===== src/rtl/alu_pkg.sv =====
// Shared opcode encoding and flag bit positions for the pipelined ALU.
// Opcodes 13/14 exist in the encoding even when saturation support is compiled out.
package alu_pkg;

  localparam int OP_W = 4;

  localparam int FLAG_C = 0;
  localparam int FLAG_Z = 1;
  localparam int FLAG_N = 2;
  localparam int FLAG_V = 3;

  typedef enum logic [OP_W-1:0] {
    OP_ADD   = 4'd0,
    OP_SUB   = 4'd1,
    OP_AND   = 4'd2,
    OP_OR    = 4'd3,
    OP_XOR   = 4'd4,
    OP_SHL   = 4'd5,
    OP_SHR   = 4'd6,
    OP_EQ    = 4'd7,
    OP_ADC   = 4'd8,
    OP_SBB   = 4'd9,
    OP_SRA   = 4'd10,
    OP_ROL   = 4'd11,
    OP_CMP   = 4'd12,
    OP_SADDU = 4'd13,
    OP_SSUBU = 4'd14,
    OP_ILL   = 4'd15
  } op_e;

endpackage


===== src/rtl/alu_core.sv =====
// Combinational ALU datapath: (op, a, b, carry-in) -> result, {V,N,Z,C}, illegal.
// Latency: none (pure logic). Backpressure: n/a, the enclosing pipeline stage owns handshakes.
// ALU_SAT_EN enables SADDU/SSUBU; without it opcodes 13/14 decode as illegal.
module alu_core import alu_pkg::*; #(
  parameter int WIDTH = 8,
  parameter int SHW   = $clog2(WIDTH)
) (
  input  logic [3:0]       op,
  input  logic [WIDTH-1:0] a,
  input  logic [WIDTH-1:0] b,
  input  logic             c_in,
  output logic [WIDTH-1:0] res,
  output logic [3:0]       flags,
  output logic             illegal
);

  localparam int MSB = WIDTH - 1;

  op_e                op_q;
  logic [SHW-1:0]     sh;
  logic [WIDTH:0]     sum, adc, diff, sbb;
  logic [2*WIDTH-1:0] shl_w, shr_w, sra_w;
  logic [WIDTH-1:0]   fres;
  logic               c, v, use_diff;

  assign op_q = op_e'(op);
  assign sh   = b[SHW-1:0];

  assign sum  = {1'b0, a} + {1'b0, b};
  assign adc  = sum + {{WIDTH{1'b0}}, c_in};
  assign diff = {1'b0, a} - {1'b0, b};
  assign sbb  = diff - {{WIDTH{1'b0}}, c_in};

  // Shifting through a double-width window leaves the last bit shifted out
  // at a fixed position next to the result; it stays 0 for a zero shift.
  assign shl_w = {{WIDTH{1'b0}}, a} << sh;
  assign shr_w = {a, {WIDTH{1'b0}}} >> sh;
  assign sra_w = $signed({a, {WIDTH{1'b0}}}) >>> sh;

  always_comb begin
    res      = '0;
    c        = 1'b0;
    v        = 1'b0;
    illegal  = 1'b0;
    use_diff = 1'b0;
    case (op_q)
      OP_ADD: begin
        res = sum[MSB:0];
        c   = sum[WIDTH];
        v   = (a[MSB] == b[MSB]) && (sum[MSB] != a[MSB]);
      end
      OP_ADC: begin
        res = adc[MSB:0];
        c   = adc[WIDTH];
        v   = (a[MSB] == b[MSB]) && (adc[MSB] != a[MSB]);
      end
      OP_SUB: begin
        res = diff[MSB:0];
        c   = diff[WIDTH];
        v   = (a[MSB] != b[MSB]) && (diff[MSB] != a[MSB]);
      end
      OP_SBB: begin
        res = sbb[MSB:0];
        c   = sbb[WIDTH];
        v   = (a[MSB] != b[MSB]) && (sbb[MSB] != a[MSB]);
      end
      OP_CMP: begin
        res      = a;
        use_diff = 1'b1;
        c        = diff[WIDTH];
        v        = (a[MSB] != b[MSB]) && (diff[MSB] != a[MSB]);
      end
      OP_AND: res = a & b;
      OP_OR:  res = a | b;
      OP_XOR: res = a ^ b;
      OP_SHL: begin
        res = shl_w[MSB:0];
        c   = shl_w[WIDTH];
      end
      OP_SHR: begin
        res = shr_w[2*WIDTH-1:WIDTH];
        c   = shr_w[MSB];
      end
      OP_SRA: begin
        res = sra_w[2*WIDTH-1:WIDTH];
        c   = sra_w[MSB];
      end
      // Carry takes the bit that wrapped around.
      OP_ROL: begin
        res = {a[MSB-1:0], a[MSB]};
        c   = a[MSB];
      end
      OP_EQ: res = {{(WIDTH-1){1'b0}}, (a == b)};
`ifdef ALU_SAT_EN
      OP_SADDU: begin
        res = sum[WIDTH] ? '1 : sum[MSB:0];
        c   = sum[WIDTH];
      end
      OP_SSUBU: begin
        res = diff[WIDTH] ? '0 : diff[MSB:0];
        c   = diff[WIDTH];
      end
`endif
      default: illegal = 1'b1;
    endcase

    fres           = use_diff ? diff[MSB:0] : res;
    flags          = '0;
    flags[FLAG_C]  = c;
    flags[FLAG_Z]  = (fres == '0);
    flags[FLAG_N]  = fres[MSB];
    flags[FLAG_V]  = v;
  end

endmodule


===== src/rtl/alu_pipe.sv =====
// Two-stage pipelined ALU with a persistent {V,N,Z,C} register for ADC/SBB chaining (ALU_SAT_EN adds SADDU/SSUBU).
// Latency: result registered 2 cycles after acceptance; 1 op/cycle sustained.
// Backpressure: output held while out_valid && !out_ready; in_ready drops only when both stages are full.
module alu_pipe import alu_pkg::*; #(
  parameter int WIDTH = 8,
  parameter int SHW   = $clog2(WIDTH)
) (
  input  logic             clk,
  input  logic             rst,
  input  logic             in_valid,
  output logic             in_ready,
  input  logic [3:0]       in_op,
  input  logic [WIDTH-1:0] in_a,
  input  logic [WIDTH-1:0] in_b,
  output logic             out_valid,
  input  logic             out_ready,
  output logic [WIDTH-1:0] out_res,
  output logic [3:0]       out_flags,
  output logic             out_illegal,
  output logic             flag_c,
  input  logic             flag_clr
);

  logic             s1_valid;
  logic [3:0]       s1_op;
  logic [WIDTH-1:0] s1_a, s1_b;
  logic [3:0]       flag_q;
  logic             s2_load;
  logic [WIDTH-1:0] core_res;
  logic [3:0]       core_flags;
  logic             core_ill;

  assign in_ready = !s1_valid || !out_valid || out_ready;
  assign s2_load  = s1_valid && (!out_valid || out_ready);
  assign flag_c   = flag_q[FLAG_C];

  always_ff @(posedge clk) begin
    if (rst) begin
      s1_valid <= 1'b0;
      s1_op    <= '0;
      s1_a     <= '0;
      s1_b     <= '0;
    end else if (in_valid && in_ready) begin
      s1_valid <= 1'b1;
      s1_op    <= in_op;
      s1_a     <= in_a;
      s1_b     <= in_b;
    end else if (s2_load) begin
      s1_valid <= 1'b0;
    end
  end

  // Carry-in comes straight from the flag register, so an op that follows
  // directly behind another sees the flags that op just committed.
  alu_core #(.WIDTH(WIDTH), .SHW(SHW)) u_core (
    .op      (s1_op),
    .a       (s1_a),
    .b       (s1_b),
    .c_in    (flag_q[FLAG_C]),
    .res     (core_res),
    .flags   (core_flags),
    .illegal (core_ill)
  );

  always_ff @(posedge clk) begin
    if (rst) begin
      out_valid   <= 1'b0;
      out_res     <= '0;
      out_flags   <= '0;
      out_illegal <= 1'b0;
    end else if (s2_load) begin
      out_valid   <= 1'b1;
      out_res     <= core_res;
      out_flags   <= core_ill ? flag_q : core_flags;
      out_illegal <= core_ill;
    end else if (out_ready) begin
      out_valid   <= 1'b0;
    end
  end

  // A committing op takes priority over a simultaneous clear.
  always_ff @(posedge clk) begin
    if (rst) begin
      flag_q <= '0;
    end else if (s2_load && !core_ill) begin
      flag_q <= core_flags;
    end else if (flag_clr) begin
      flag_q <= '0;
    end
  end

endmodule


===== config.mk =====
export PLATFORM = sky130hd
export DESIGN_NAME = alu_pipe
export DESIGN_NICKNAME = d
export VERILOG_FILES = /design/src/rtl/alu_pkg.sv /design/src/rtl/alu_core.sv /design/src/rtl/alu_pipe.sv
export SDC_FILE = /design/constraint.sdc
export NUM_CORES = 1
export LEC_CHECK = 0
export ABC_AREA = 0
export CAP_MARGIN = 15
export CORE_ASPECT_RATIO = 1.1
export CORE_MARGIN = 1
export CORE_UTILIZATION = 64
export CTS_BUF_LIST = sky130_fd_sc_hd__clkbuf_8 sky130_fd_sc_hd__clkbuf_16
export DETAILED_ROUTE_END_ITERATION = 12
export GPL_ROUTABILITY_DRIVEN = 1
export GPL_TIMING_DRIVEN = 1
export PLACE_DENSITY_LB_ADDON = 0.1
export SLEW_MARGIN = 10
export SYNTH_ARGS = -nofsm -noshare
export SYNTH_HDL_FRONTEND = slang
export SYNTH_SLANG_ARGS = --single-unit

===== constraint.sdc =====
create_clock -name clk -period 10.2 [get_ports clk]
set_input_delay 2.55 -clock clk [delete_from_list [all_inputs] [get_ports clk]]
set_output_delay 2.55 -clock clk [all_outputs]
set_load 0.005 [all_outputs]

==> results of run 1 <==
[final cells by class]
cell class | count | area [µm²] | area share, %
multi-input combinational | 467 | 3239 | 67.81
inverter | 31 | 116.4 | 2.436
clock inverter | 3 | 16.27 | 0.3405
tap | 82 | 102.6 | 2.148
sequential | 39 | 780.7 | 16.34
clock buffer | 5 | 68.82 | 1.441
timing repair buffer | 47 | 452.9 | 9.481
[power by group]
| part | switching, mW | total [mW] | internal [mW] |
|---|---|---|---|
| logic | 0.121 | 0.206 | 0.0850 |
| registers | 0.0145 | 0.175 | 0.161 |
| clock network | 0.0598 | 0.107 | 0.0469 |
[metrics by stage]
step / power (mW) / instance area (µm²) / instances / setup WS [ps]
after floorplan: 0.3246 / 4330 / 580 / 4778
after global placement: 0.3716 / 4692 / 666 / 3895
after detailed placement: 0.3771 / 4692 / 666 / 3878
after CTS: 0.4817 / 4777 / 674 / 3875
after global routing: 0.5098 / 4777 / 674 / 3796
final: 0.4877 / 4777 / 674 / 3873
[per-layer routing]
| metal | routed length [µm] | part of all wire, % |
|---|---|---|
| met3 | 1026 | 8.0 |
| met2 | 5899 | 46 |
| met5 | 0 | 0 |
| met1 | 5307 | 41 |
| met4 | 640 | 5.0 |
[final timing paths]
| check | slack (ps) | endpoint | from | depth (start not counted) |
|---|---|---|---|---|
| max | 3870 | in_ready | out_ready | 4 |
| min | 450 | flag_q[3] | flag_q[3] | 2 |
| max reg2reg | 6130 | out_flags[1] | s1_b[2] | 11 |
| min reg2reg | 450 | flag_q[3] | flag_q[3] | 2 |
[critical path, delay by kind of cell]
kind	cells	cell delay [ps]
and+or+nand+nor	2	380
buffers and inverters	2	850
[registers in the layout, summed over array words and instances, names as in the netlist]
register     cells
s1_op            4
out_illegal      1
out_valid        1
s1_valid         1
out_res          8
s1_b             8
out_flags        4
flag_q           4
s1_a             8
[cell families (layout without fill, tap and decap cells)]
family,Yosys count,in the layout
AND/OR/NAND/NOR,225,225
adder cells (fa/ha/maj),31,31
XOR/XNOR,20,20
flip-flops,39,39
multiplexers,16,16
buffers and inverters,74,86
AO/OA/AOI/OAI,175,175
[synth_stat cells, drive strengths merged, types with 7 or more instances]
library cell | number | area (µm²)
nor2 | 56 | 217.7
a31oi | 8 | 50.05
nand3 | 9 | 45.04
o211ai | 7 | 52.55
ha | 29 | 362.9
mux4 | 7 | 157.7
o22ai | 7 | 50.05
nand2 | 75 | 284.0
nand2b | 11 | 68.82
mux2i | 8 | 80.08
nor2b | 14 | 87.58
xnor2 | 19 | 173.9
inv | 31 | 116.4
nor3 | 18 | 90.09
a21o | 10 | 75.07
o21ai | 22 | 110.1
a21oi | 43 | 215.2
clkbuf | 27 | 101.4
dfxtp | 39 | 780.8
buf | 16 | 92.59
a211oi | 17 | 127.6
[cell usage in the layout, fill, tap and decap left out, types with 6 or more instances in the layout]
cell,n
mux4_2,7
a21oi_1,43
xnor2_1,18
ha_1,29
clkdlybuf4s50_1,40
a211oi_1,17
dfxtp_1,39
o22ai_1,6
mux2i_1,8
inv_1,31
nand2b_1,11
a31oi_1,8
nor3_1,18
o21ai_0,20
nor2_1,55
nand2_1,74
a21o_1,10
nor2b_1,14
nand3_1,9
buf_4,7
o211ai_1,7
==> flow_summary.json, run 1 <==
{
  "hold_viol_final": 0,
  "nFillCells": 556,
  "ctsResizeCount": 0,
  "dr.pass1.iters": 7,
  "hold_class": "reg -> reg",
  "finalSetupViolations": 0,
  "maxSlewHeadroom_pct": 35.56,
  "grt_pass1_wl_mm": 20.32,
  "cts_tree": "yes",
  "syn_inst": 580,
  "die_area_um2": 7100,
  "netlist_area_um2": 4330,
  "ys.flop_type": "dfxtp_1",
  "syn_to_final_growth_pct": 10.31,
  "n_antenna_cell": 0,
  "rows": 31,
  "wl_mm": 12.87,
  "p_leak_nw": 1.753,
  "setup.worst_path.start_class": "input port",
  "cts-root-buf": "clkbuf_8",
  "grt_use_met3_pct": 6.392,
  "htree_levels": 2,
  "synth_seq_cells": 39,
  "gp_congestion": 0.9560,
  "grt_usage_pct": 37.23,
  "hpwlAfterDp_mm": 9.561,
  "portBuffers": 40,
  "clock_latency_ps": 300,
  "core-area_um2": 6555,
  "fin_crit_ps": 6327,
  "num_vias": 4591,
  "yosys.area_share.simple_pct": 25.74,
  "post-route-period-util_pct": 62.03,
  "clock_sinks": 39,
  "worstPathCellList": "clkdlybuf4s50_1 -> nor2b_1 -> nand2_1 -> clkdlybuf4s50_1",
  "cts_hold_buf": 0,
  "drive_gt1_share_pct": 7.601,
  "drt_first_iter_violations": 564,
  "post_cts.repair.setup_buffers": 0,
  "clk_pin_slew_worst_paths_ps": 80,
  "drc": 0,
  "start_util_pct": 66.06,
  "synth_top_family_by_area": "compound AO/OA/AOI/OAI gates",
  "synthMuxAreaShare_pct": 5.750,
  "critPathCaptureType": "primary output",
  "synthDistinctLibCells": 79,
  "vdd_drop_max_mv": 0.06925,
  "fmax_ghz": 0.1581,
  "crit_path_max_fanout": 5,
  "grt_use_met2_pct": 61.33,
  "synth-compound-area-share_pct": 29.79,
  "ios": 41,
  "cp_slowest_cell": "clkdlybuf4s50_1",
  "gr-usage-met1_pct": 47.51,
  "path_common_cell": "clkdlybuf4s50_1",
  "whs_ps": 450.4,
  "async_reset_ff_share_pct": 0,
  "via_per_inst": 6.812,
  "clockBufferDepth": 2,
  "rsz0062_at_grt": "false",
  "clock_skew_ps": 6.390,
  "synth_fa_ha_area_share_pct": 9.304,
  "grt_overflow_total": 0,
  "synth_seq_area_share_pct": 18.03,
  "outcome": "completed",
  "max_stage_delay_ps": 450,
  "wl_per_cell_um": 19.10,
  "finalSetupTns_ps": 0,
  "maxCapViolations": 0,
  "crit_type": "in -> out",
  "synth_edf_count": 0,
  "cellPowerDensity_nw_per_um2": 102.1,
  "yosysWarningCount": 0,
  "syn_area_per_cell_um2": 7.466,
  "die_y_um": 88.27,
  "arrival_ps": 3780,
  "nets": 647,
  "worst_slew_pin_slew_ps": 951.5,
  "critPathRequiredTime_ps": 7650,
  "cts_buffers": 5,
  "syn_nets": 636,
  "grt_max_degree": 41,
  "die_w_um": 80.43,
  "grt_pass1_vias": 4077,
  "slew_viol_final": 0,
  "utilization_pct": 72.88,
  "drtAntennaViolNets": 0,
  "synth_xor_area_share_pct": 4.218,
  "antenna_found_initial": 0,
  "grt_busiest_layer": "met2"
}
Power figures use the tool's default switching activity.
==> inputs of run 2 (changes only) <==
- CORE_UTILIZATION: 64 -> 59
- clock period: 10.2 -> 6 ns (I/O delays scaled with it)
==> run 2 against run 1 <==
  * Sequential cell count did not move
  * Cell count rose by 0.15%
  * Sequential power rose by 73%
  * Largest power group unchanged
  * Clock skew rose by 1.7 ps
==> flow_summary.json, run 2 (synthesized netlist as in run 1, its figures left out) <==
{
  "outcome": "completed",
  "hold_class": "reg -> reg",
  "die_w_um": 83.69,
  "via_per_inst": 6.840,
  "cts_tree": "yes",
  "finalSetupTns_ps": 0,
  "whs_endpoint": "flag_q[3]",
  "htree_levels": 2,
  "portBuffers": 40,
  "hpwlAfterDp_mm": 10.15,
  "cts-root-buf": "clkbuf_8",
  "p_sw_share_pct": 38.40,
  "num_vias": 4617,
  "die_area_um2": 7686,
  "power.share.combinational_pct": 39.4,
  "maxSlewHeadroom_pct": 29.16,
  "post-route-period-util_pct": 70.75,
  "clk_pin_slew_worst_paths_ps": 90,
  "wl_mm": 13.64,
  "clock_latency_ps": 310,
  "rows": 32,
  "n_antenna_cell": 0,
  "seqPwrFrac_pct": 34.3,
  "vdd_drop_max_mv": 0.1290,
  "start_util_pct": 61.45,
  "worst_slew_pin_slew_ps": 1061,
  "grt_pass1_wl_mm": 21.65,
  "cts_hold_buf": 0,
  "gr-usage-met1_pct": 45.84,
  "p_leak_nw": 1.755,
  "seq_area_um2": 780.7,
  "grt_use_met2_pct": 58.40,
  "clock_skew_ps": 8.097,
  "drtAntennaViolNets": 0,
  "cellPowerDensity_nw_per_um2": 183.4,
  "drc": 0,
  "dr.pass1.iters": 5,
  "finalPower_mw": 0.8790,
  "critPathCaptureType": "flip-flop",
  "cts_buffers": 5,
  "whs_ps": 446.7,
  "setup.worst_path.start_class": "flip-flop",
  "slew_viol_final": 0,
  "crit_type": "reg -> reg",
  "multi_input_area_um2": 3239,
  "final_cell_mix": "74 x nand2_1, 55 x nor2_1, 43 x a21oi_1, 40 x clkdlybuf4s50_1, 39 x dfxtp_1",
  "fin_crit_ps": 4245,
  "die_y_um": 91.85,
  "clkPwrFrac_pct": 26.2,
  "nets": 645,
  "hp-start": "flag_q[3]",
  "ctsResizeCount": 0,
  "antenna_found_initial": 0,
  "power_switching_mw": 0.3375,
  "r2r-start": "s1_b[0]",
  "drive_gt1_share_pct": 7.458,
  "final_common_cell": "nand2_1",
  "core-area_um2": 7047,
  "arrival_ps": 4480,
  "top_regs": "out_res x8, s1_a x8, s1_b x8",
  "reg2reg_to": "out_flags[1]",
  "finalSetupViolations": 0,
  "rsz0062_at_grt": "false",
  "grt_use_met3_pct": 5.131,
  "regToRegSetupSlack_ps": 1760,
  "drt_first_iter_violations": 562,
  "critPathRequiredTime_ps": 6240,
  "wl_per_cell_um": 20.20,
  "reg2regPathDepth": 13,
  "hold_viol_final": 0,
  "nFillCells": 603,
  "maxCapViolations": 0,
  "grt_max_degree": 41,
  "syn_to_final_growth_pct": 10.69,
  "crit_path_max_fanout": 28,
  "grt_overflow_total": 0,
  "gp_congestion": 1.035,
  "grt_busiest_layer": "met2",
  "hold-path-cell-count": 2,
  "clock_sinks": 39,
  "power.internal_mw": 0.5415,
  "ios": 41,
  "post_cts.repair.setup_buffers": 0,
  "clockBufferDepth": 2,
  "fmax_ghz": 0.2356,
  "grt_usage_pct": 35.71,
  "grt_pass1_vias": 4213
}
-- run 2: cell count changes in the layout (fill, tap and decap cells not counted) --
cell	previous run	this run
buf_4	7	5
bufinv_16	0	1
clkinv_4	0	1
clkinvlp_4	1	0
inv_1	31	30
-- run 2: area by class of cell --
| class | count | share of cell area, % |
|---|---|---|
| multi-input cells | 467 | 67.58 |
| flip-flops and latches | 39 | 16.29 |
| repair buffers | 45 | 9.136 |
| inverters | 31 | 2.428 |
| well taps | 85 | 2.219 |
| clock buffers | 5 | 1.436 |
| clock inverters | 3 | 0.9136 |
-- run 2: worst max-delay path: stages (launching register included) --
cell and delay [ps]:
dfxtp_1 1030, inv_1 260, ha_1 460, inv_1 100, ha_1 210, ha_1 280, o21ai_0 70, a32oi_1 210
o221ai_1 150, a211oi_1 610, nand4b_1 210, nor3_1 200, a31oi_1 160, o22ai_2 210
-- run 2: power groups by stage --
stage | Sequential [mW] | Clock (mW) | Combinational (mW)
3_5_place_dp | 0.307 | 0 | 0.336
2_1_floorplan | 0.289 | 0 | 0.262
5_1_grt | 0.305 | 0.240 | 0.373
6_report | 0.302 | 0.230 | 0.347
4_1_cts | 0.301 | 0.231 | 0.338
3_3_place_gp | 0.306 | 0 | 0.332
-- run 2: layer usage --
layer | vias up | share of wire (%)
li1 | 2127 | -
met1 | 2156 | 41
met2 | 271 | 46
met3 | 63 | 7.8
met4 | 0 | 5.0
met5 | - | 0
-- run 2: worst max-delay path by stage --
stage                     cells past startpoint  slack (ps)           end      start
final                                        13        1760  out_flags[1]    s1_b[0]
after global routing                         14        1470  out_flags[1]    s1_b[0]
after CTS                                     4        1770      in_ready  out_ready
after detailed placement                      4        1780      in_ready  out_ready
after global placement                        4        1800      in_ready  out_ready
after floorplan                               2        2680      in_ready  out_ready
-- run 2: metrics by stage --
stage	util, %	setup WS [ps]	cells	instance area, µm²
finish	68.02	1755	675	4793
global route	68.02	1468	675	4793
floorplan	-	2678	580	4330
CTS	68.02	1771	675	4793
detailed placement	66.42	1783	667	4681
global placement	66.42	1802	667	4681
